--- src/rtl/axis_pkg.sv ---
// axis_pkg: shared AXI4-Stream definitions for the stream library.
//   axis_parameters_t        - sideband width record carried by every AXIS stage
//   AXIS_PARAMETERS_DEFAULT  - default widths (4-byte data, 4-bit id/dest, 2-bit user)
//   AXIS_FIFO_DEPTH_DEFAULT  - default number of beats buffered by axis_fifo
//   tdata_width/tkeep_width/beat_width - derived bus widths for a parameter record
//   axis_beat_t              - one packed beat at the default widths
package axis_pkg;

  typedef struct packed {
    int unsigned TDATA_BYTES;
    int unsigned TID_WIDTH;
    int unsigned TDEST_WIDTH;
    int unsigned TUSER_WIDTH;
  } axis_parameters_t;

  localparam axis_parameters_t AXIS_PARAMETERS_DEFAULT = '{
    TDATA_BYTES: 4,
    TID_WIDTH:   4,
    TDEST_WIDTH: 4,
    TUSER_WIDTH: 2
  };

  localparam int AXIS_FIFO_DEPTH_DEFAULT = 16;

  function automatic int tdata_width(input axis_parameters_t p);
    return 8 * int'(p.TDATA_BYTES);
  endfunction

  function automatic int tkeep_width(input axis_parameters_t p);
    return int'(p.TDATA_BYTES);
  endfunction

  // Total bits of {tdata, tkeep, tlast, tid, tdest, tuser}
  function automatic int beat_width(input axis_parameters_t p);
    return tdata_width(p) + tkeep_width(p) + 1 + int'(p.TID_WIDTH) +
           int'(p.TDEST_WIDTH) + int'(p.TUSER_WIDTH);
  endfunction

  typedef struct packed {
    logic [tdata_width(AXIS_PARAMETERS_DEFAULT)-1:0]  tdata;
    logic [tkeep_width(AXIS_PARAMETERS_DEFAULT)-1:0]  tkeep;
    logic                                             tlast;
    logic [AXIS_PARAMETERS_DEFAULT.TID_WIDTH-1:0]     tid;
    logic [AXIS_PARAMETERS_DEFAULT.TDEST_WIDTH-1:0]   tdest;
    logic [AXIS_PARAMETERS_DEFAULT.TUSER_WIDTH-1:0]   tuser;
  } axis_beat_t;

endpackage

--- src/rtl/axis_fifo_if.sv ---
// axis_fifo_if: one AXI4-Stream link.
//   tvalid/tready handshake, tdata/tkeep/tlast/tid/tdest/tuser payload.
//   master modport drives the payload and tvalid, slave modport drives tready.
interface axis_fifo_if
  import axis_pkg::*;
#(
  parameter axis_parameters_t P = AXIS_PARAMETERS_DEFAULT
) ();

  logic                        tvalid;
  logic                        tready;
  logic [tdata_width(P)-1:0]   tdata;
  logic [tkeep_width(P)-1:0]   tkeep;
  logic                        tlast;
  logic [P.TID_WIDTH-1:0]      tid;
  logic [P.TDEST_WIDTH-1:0]    tdest;
  logic [P.TUSER_WIDTH-1:0]    tuser;

  modport master (
    output tvalid, tdata, tkeep, tlast, tid, tdest, tuser,
    input  tready
  );

  modport slave (
    input  tvalid, tdata, tkeep, tlast, tid, tdest, tuser,
    output tready
  );

endinterface

--- src/rtl/axis_fifo_mem.sv ---
// axis_fifo_mem: simple dual-port register array.
//   clk_i      - write clock
//   wr_en_i    - write strobe, wr_addr_i/wr_data_i written on the rising edge
//   rd_addr_i  - read address, rd_data_o follows it combinationally
module axis_fifo_mem #(
  parameter int WIDTH = 8,
  parameter int DEPTH = 16
) (
  input  logic                     clk_i,
  input  logic                     wr_en_i,
  input  logic [$clog2(DEPTH)-1:0] wr_addr_i,
  input  logic [WIDTH-1:0]         wr_data_i,
  input  logic [$clog2(DEPTH)-1:0] rd_addr_i,
  output logic [WIDTH-1:0]         rd_data_o
);

  logic [WIDTH-1:0] mem_q [DEPTH];

  always_ff @(posedge clk_i) begin
    if (wr_en_i) begin
      mem_q[wr_addr_i] <= wr_data_i;
    end
  end

  assign rd_data_o = mem_q[rd_addr_i];

endmodule

--- src/rtl/axis_fifo.sv ---
// axis_fifo: synchronous first-word-fall-through AXI4-Stream FIFO.
//   clk, rst   - rising-edge clock, synchronous active-high reset
//   s_axis     - input stream (slave side), tready = not full
//   m_axis     - output stream (master side), payload from a holding register
//   occupancy  - beats currently stored, 0..DEPTH
// Optional build macro AXIS_FIFO_PACKET_MODE_EN: m_axis_tvalid is held off until
// a complete packet (tlast beat) is stored, or the FIFO is full so packets longer
// than DEPTH cut through instead of deadlocking.
module axis_fifo
  import axis_pkg::*;
#(
  parameter axis_parameters_t AXIS_PARAMS = AXIS_PARAMETERS_DEFAULT,
  parameter int               DEPTH       = AXIS_FIFO_DEPTH_DEFAULT
) (
  input  logic                   clk,
  input  logic                   rst,
  axis_fifo_if.slave             s_axis,
  axis_fifo_if.master            m_axis,
  output logic [$clog2(DEPTH):0] occupancy
);

  localparam int AW = $clog2(DEPTH);
  localparam int OW = AW + 1;
  localparam int BW = beat_width(AXIS_PARAMS);
  localparam logic [AW-1:0] PTR_ONE  = AW'(1);
  localparam logic [AW:0]   OCC_ONE  = OW'(1);
  localparam logic [AW:0]   FULL_CNT = {1'b1, {AW{1'b0}}};

  logic [AW-1:0] wr_ptr_q, wr_ptr_d;
  logic [AW-1:0] rd_ptr_q, rd_ptr_d;
  logic [AW:0]   occ_q, occ_d;
  logic          ready_q, ready_d;
  logic          valid_q, valid_d;
  logic [BW-1:0] out_q, out_d;
  logic [BW-1:0] in_beat, rd_beat;
  logic          accept, pop;

  assign in_beat = {s_axis.tdata, s_axis.tkeep, s_axis.tlast,
                    s_axis.tid, s_axis.tdest, s_axis.tuser};

  // ready_q is the registered not-full flag; masking with rst keeps tready low
  // throughout a multi-cycle reset without a path from m_axis.tready.
  assign s_axis.tready = ready_q && !rst;
  assign accept        = s_axis.tvalid && s_axis.tready;
  assign pop           = valid_q && m_axis.tready;

  assign m_axis.tvalid = valid_q;
  assign {m_axis.tdata, m_axis.tkeep, m_axis.tlast,
          m_axis.tid, m_axis.tdest, m_axis.tuser} = out_q;
  assign occupancy = occ_q;

  axis_fifo_mem #(
    .WIDTH (BW),
    .DEPTH (DEPTH)
  ) u_mem (
    .clk_i     (clk),
    .wr_en_i   (accept),
    .wr_addr_i (wr_ptr_q),
    .wr_data_i (in_beat),
    .rd_addr_i (rd_ptr_d),
    .rd_data_o (rd_beat)
  );

  always_comb begin
    wr_ptr_d = wr_ptr_q;
    rd_ptr_d = rd_ptr_q;
    occ_d    = occ_q;
    if (accept) wr_ptr_d = wr_ptr_q + PTR_ONE;
    if (pop)    rd_ptr_d = rd_ptr_q + PTR_ONE;
    if (accept && !pop)      occ_d = occ_q + OCC_ONE;
    else if (!accept && pop) occ_d = occ_q - OCC_ONE;
  end

  // Next head beat. When the slot being written this cycle becomes the head
  // (FIFO otherwise empty) the beat is taken straight from the input, since
  // the array only holds it after the edge. An empty FIFO keeps the last beat.
  always_comb begin
    out_d = out_q;
    if (occ_d != '0) begin
      out_d = (accept && (wr_ptr_q == rd_ptr_d)) ? in_beat : rd_beat;
    end
  end

`ifdef AXIS_FIFO_PACKET_MODE_EN
  logic [AW:0] pkt_q, pkt_d;
  logic        acc_last, pop_last;

  assign acc_last = accept && s_axis.tlast;
  assign pop_last = pop && m_axis.tlast;

  always_comb begin
    pkt_d = pkt_q;
    if (acc_last && !pop_last)      pkt_d = pkt_q + OCC_ONE;
    else if (!acc_last && pop_last) pkt_d = pkt_q - OCC_ONE;
    valid_d = (pkt_d != '0) || (occ_d == FULL_CNT);
    ready_d = (occ_d != FULL_CNT);
  end

  always_ff @(posedge clk) begin
    if (rst) pkt_q <= '0;
    else     pkt_q <= pkt_d;
  end
`else
  always_comb begin
    valid_d = (occ_d != '0);
    ready_d = (occ_d != FULL_CNT);
  end
`endif

  always_ff @(posedge clk) begin
    if (rst) begin
      wr_ptr_q <= '0;
      rd_ptr_q <= '0;
      occ_q    <= '0;
      ready_q  <= 1'b1;
      valid_q  <= 1'b0;
      out_q    <= '0;
    end else begin
      wr_ptr_q <= wr_ptr_d;
      rd_ptr_q <= rd_ptr_d;
      occ_q    <= occ_d;
      ready_q  <= ready_d;
      valid_q  <= valid_d;
      out_q    <= out_d;
    end
  end

endmodule

--- src/flat_wrapper.sv ---
// flat-port wrapper written by rule: the top's interface ports become plain ports
module axis_fifo_flat import axis_pkg::*;
#(
  parameter axis_parameters_t AXIS_PARAMS = AXIS_PARAMETERS_DEFAULT,
  parameter int               DEPTH       = AXIS_FIFO_DEPTH_DEFAULT
)
  (clk, rst, occupancy, s_axis_tvalid, s_axis_tdata, s_axis_tkeep, s_axis_tlast, s_axis_tid, s_axis_tdest, s_axis_tuser, s_axis_tready, m_axis_tvalid, m_axis_tdata, m_axis_tkeep, m_axis_tlast, m_axis_tid, m_axis_tdest, m_axis_tuser, m_axis_tready);
  axis_fifo_if s_axis_i ();
  axis_fifo_if m_axis_i ();
  input  logic clk;
  input  logic rst;
  output logic [$clog2(DEPTH):0] occupancy;
  input wire logic [$bits(s_axis_i.tvalid)-1:0] s_axis_tvalid;
  input wire logic [$bits(s_axis_i.tdata)-1:0] s_axis_tdata;
  input wire logic [$bits(s_axis_i.tkeep)-1:0] s_axis_tkeep;
  input wire logic [$bits(s_axis_i.tlast)-1:0] s_axis_tlast;
  input wire logic [$bits(s_axis_i.tid)-1:0] s_axis_tid;
  input wire logic [$bits(s_axis_i.tdest)-1:0] s_axis_tdest;
  input wire logic [$bits(s_axis_i.tuser)-1:0] s_axis_tuser;
  output wire logic [$bits(s_axis_i.tready)-1:0] s_axis_tready;
  output wire logic [$bits(m_axis_i.tvalid)-1:0] m_axis_tvalid;
  output wire logic [$bits(m_axis_i.tdata)-1:0] m_axis_tdata;
  output wire logic [$bits(m_axis_i.tkeep)-1:0] m_axis_tkeep;
  output wire logic [$bits(m_axis_i.tlast)-1:0] m_axis_tlast;
  output wire logic [$bits(m_axis_i.tid)-1:0] m_axis_tid;
  output wire logic [$bits(m_axis_i.tdest)-1:0] m_axis_tdest;
  output wire logic [$bits(m_axis_i.tuser)-1:0] m_axis_tuser;
  input wire logic [$bits(m_axis_i.tready)-1:0] m_axis_tready;
  assign s_axis_i.tvalid = s_axis_tvalid;
  assign s_axis_i.tdata = s_axis_tdata;
  assign s_axis_i.tkeep = s_axis_tkeep;
  assign s_axis_i.tlast = s_axis_tlast;
  assign s_axis_i.tid = s_axis_tid;
  assign s_axis_i.tdest = s_axis_tdest;
  assign s_axis_i.tuser = s_axis_tuser;
  assign s_axis_tready = s_axis_i.tready;
  assign m_axis_tvalid = m_axis_i.tvalid;
  assign m_axis_tdata = m_axis_i.tdata;
  assign m_axis_tkeep = m_axis_i.tkeep;
  assign m_axis_tlast = m_axis_i.tlast;
  assign m_axis_tid = m_axis_i.tid;
  assign m_axis_tdest = m_axis_i.tdest;
  assign m_axis_tuser = m_axis_i.tuser;
  assign m_axis_i.tready = m_axis_tready;
  axis_fifo #(.AXIS_PARAMS(AXIS_PARAMS), .DEPTH(DEPTH)) u_core (.clk(clk), .rst(rst), .s_axis(s_axis_i), .m_axis(m_axis_i), .occupancy(occupancy));
endmodule
--- config.mk ---
export PLATFORM = sky130hd
export DESIGN_NAME = axis_fifo_flat
export DESIGN_NICKNAME = d
export VERILOG_FILES = /design/src/rtl/axis_pkg.sv /design/src/rtl/axis_fifo_if.sv /design/src/rtl/axis_fifo_mem.sv /design/src/rtl/axis_fifo.sv /design/src/flat_wrapper.sv
export SDC_FILE = /design/constraint.sdc
export NUM_CORES = 1
export LEC_CHECK = 0
export ABC_AREA = 1
export CAP_MARGIN = 10
export CORE_ASPECT_RATIO = 0.9
export CORE_UTILIZATION = 24
export CTS_BUF_LIST = sky130_fd_sc_hd__clkbuf_4 sky130_fd_sc_hd__clkbuf_8
export CTS_CLUSTER_DIAMETER = 200
export DETAILED_ROUTE_END_ITERATION = 10
export SLEW_MARGIN = 20
export SYNTH_ARGS = -nofsm -noshare
export SYNTH_HDL_FRONTEND = slang
export SYNTH_SLANG_ARGS = --single-unit
--- constraint.sdc ---
create_clock -name clk -period 4.4 [get_ports clk]
set_input_delay 0.44 -clock clk [delete_from_list [all_inputs] [get_ports clk]]
set_output_delay 0.44 -clock clk [all_outputs]
set_load 0.01 [all_outputs]
==> impl_metrics.env <==
export IMPL_outcome="complete, no violations"
export IMPL_yosysMostFrequentCell="edfxtp_1"
export IMPL_insertion_delay_ns=0.83
export IMPL_cts_max_path_buffers=3
export IMPL_place_inst=5200
export IMPL_final_util_pct=28.47
export IMPL_syn_inst=3286
export IMPL_synth_edf_count=752
export IMPL_seqCellArea_mm2=0.02382
export IMPL_syn_mean_instance_area_um2=10.76
export IMPL_yosysSeqAreaShare_pct=67.36
export IMPL_power_density_mw_per_mm2=486.7
export IMPL_coreArea_mm2=0.1461
export IMPL_grt_overflow_total=0
export IMPL_grt_setup_unrepaired="no"
export IMPL_io_pins=105
export IMPL_grt_pass1_vias=23262
export IMPL_switchingPower_uw=6427
export IMPL_crit_type="flip-flop to flip-flop"
export IMPL_synth_seq_cells=814
export IMPL_yosysTopAreaCellShare_pct=63.85
export IMPL_synth_ff_type="edfxtp_1"
export IMPL_ys_top_cells_by_count="edfxtp_1 (752), nand2_1 (726), nand3_1 (611)"
export IMPL_layoutNonFillerInstCount=5448
export IMPL_p_comb_share_pct=22.6
export IMPL_yosys_warnings=0
export IMPL_dp_final_hpwl_mm=51.06
export IMPL_crit_path_end_kind="flip-flop"
export IMPL_cts_sinks=814
export IMPL_fin_crit_ns=2.977
export IMPL_holdWs_ns=0.4240
export IMPL_synth_cell_types=29
export IMPL_r2r_start="u_core.m_axis.tvalid"
export IMPL_p_int_uw=13820
export IMPL_area_delta_synth_final_pct=17.61
export IMPL_dieWidth_um=406.6
export IMPL_skew_ns=0.04879
export IMPL_p_leak_uw=0.01574
export IMPL_grt_first_pass_wirelength_mm=149.4
export IMPL_clockPowerShare_pct=33.6
export IMPL_core_rowCount=133
export IMPL_io_buffer_count=104
export IMPL_reg2reg_to="u_core.out_q[21]"
export IMPL_wirelength_mm=100.2
export IMPL_start_kind="flip-flop"
export IMPL_htree_levels=4
export IMPL_ctsResizeCount=0
export IMPL_ant_nets=0
export IMPL_post_cts_setup_buffers=0
export IMPL_die_height_um=366.2
export IMPL_layout_nets=3439
export IMPL_yosys_area_top_type="edfxtp_1"
export IMPL_swShare_pct=31.75
export IMPL_ff2ff_path_depth=12
export IMPL_vias=24174
export IMPL_setup_viol=0
export IMPL_slew_headroom_pct=20.93
export IMPL_root_buffer="clkbuf_8"
export IMPL_syn_cell_area_mm2=0.03537
export IMPL_die_area_mm2=0.1489
export IMPL_cts_buffers_inserted=136
export IMPL_hold_path_class="input port to flip-flop"
export IMPL_cp_max_fo=202
export IMPL_cts_clk_slew_worst_paths_ns=0.06
export IMPL_startpoint="u_core.m_axis.tvalid"
export IMPL_wl_per_cell_um=18.40
export IMPL_gp_congestion=0.7503
export IMPL_fmax_mhz=335.9
export IMPL_period_share_pct=67.66
export IMPL_initial_utilization_pct=24.21
export IMPL_async_flop_share_pct=0
export IMPL_grt_usage_pct=13.24
export IMPL_fillers=15083
export IMPL_maxCapViolCount=0
export IMPL_crit_path_end="u_core.out_q[21]"
export IMPL_grt_max_degree=203
export IMPL_finalPower_uw=20240
export IMPL_viasPerCell=4.437
export IMPL_cts_tree="yes"
export IMPL_fin_tns_setup_ns=0
export IMPL_hold_violations=0
export IMPL_multiInputGateArea_mm2=0.009435
export IMPL_antenna_found_initial=8
export IMPL_max_slew_worst_pin_slew_ns=1.186
export IMPL_crit_arrival_ns=3.67
export IMPL_drive_above_1_share_pct=9.487
export IMPL_power_frac_seq_pct=43.8
export IMPL_drc=0
export IMPL_hold_buffers=0
export IMPL_drt_pass1_iter_count=7
export IMPL_ir_worst_vdd_uv=403.9
export IMPL_drt_iter0_drc=2022
export IMPL_synth_area_leaders="edfxtp_1 (64%), nand3_1 (8.6%), nand2_1 (7.7%)"
export IMPL_critical_path_required_ns=5.10
export IMPL_report_final_slew_viol_count=0
export IMPL_synth_fp_nets=3344
export IMPL_reg2reg_slack_ns=1.42
[through the flow]
stage	worst slack (ns)	instance area [um^2]
floorplan	1.013	35370
global placement	0.9069	38810
detailed placement	0.8505	38810
CTS	1.418	41590
global route	1.149	41590
finish	1.423	41590
[layout make-up]
type | instances | area share [%]
Sequential cell | 814 | 57.27
Multi-Input combinational cell | 1888 | 22.68
Clock buffer | 203 | 5.905
Tap cell | 1957 | 5.887
Timing Repair Buffer | 171 | 4.103
Inverter | 370 | 3.357
Clock inverter | 43 | 0.7791
Antenna cell | 2 | 0.01203
[layout by cell type, fill, tap and decap left out, drive strengths merged, types with 35 or more instances in the layout]
master / count
nand3b: 318
clkbuf: 203
buf: 67
inv: 375
edfxtp: 752
nand2: 727
nor2: 132
clkdlybuf4s50: 104
nand3: 612
clkinv: 35
dfxtp: 62
o21ai: 65
[worst max-delay path, stage by stage, from the launching register on]
cell,delay (ns)
dfxtp_1,0.36
nand3_4,0.15
buf_12,0.61
buf_4,0.67
nand3b_1,0.15
nand3_1,0.12
nand3_1,0.09
nand3_1,0.09
nand2_1,0.06
nand2_1,0.05
nand2_1,0.12
nand2_1,0.09
nand2_1,0.06
[routing by layer]
layer | global-route usage, % | vias to the layer above | part of all wire [%]
met2 | 21.78 | 785 | 48
met1 | 17.06 | 11793 | 43
met5 | 0 | - | 0.064
li1 | - | 11395 | -
met3 | 3.034 | 191 | 6.8
met4 | 4.323 | 10 | 2.6
[kinds of logic after synthesis]
logic type | after synthesis | synth area share (%)
and+or+nand+nor | 1794 | 24.64
DFF | 814 | 67.36
buffers and inverters | 584 | 6.485
AOI/OAI and AO/OA | 86 | 1.245
adders and majority gates | 7 | 0.2476
xor gates and xnor gates | 1 | 0.02477
[power groups by stage]
stage               clock, uW  sequential, uW  combinational [uW]
finish                   6810            8870                4570
floorplan                   0            9050                2870
CTS                      6960            8880                4610
global placement            0            9040                4570
global route             7250            8900                5100
detailed placement          0            9040                4600
[how the worst min path moves through the flow]
stage / from / end / slack [ns] / depth (start not counted)
global placement: u_core.out_q[29] / u_core.out_q[29] / 0.44 / 2
floorplan: u_core.out_q[0] / u_core.out_q[0] / 0.47 / 2
detailed placement: u_core.out_q[38] / u_core.out_q[38] / 0.45 / 2
CTS: rst / u_core.occupancy[3] / 0.35 / 3
finish: rst / u_core.occupancy[3] / 0.42 / 3
global route: rst / u_core.rd_ptr_q[3] / 0.40 / 3
[sequential cells by signal, summed over array words and instances, names as in the netlist]
signal                flops
u_core.ready_q            1
u_core.out_q             47
u_core.occupancy          5
u_core.u_mem.mem_q      752
u_core.rd_ptr_q           4
u_core.m_axis.tvalid      1
u_core.wr_ptr_q           4
Power figures use the tool's default switching activity.
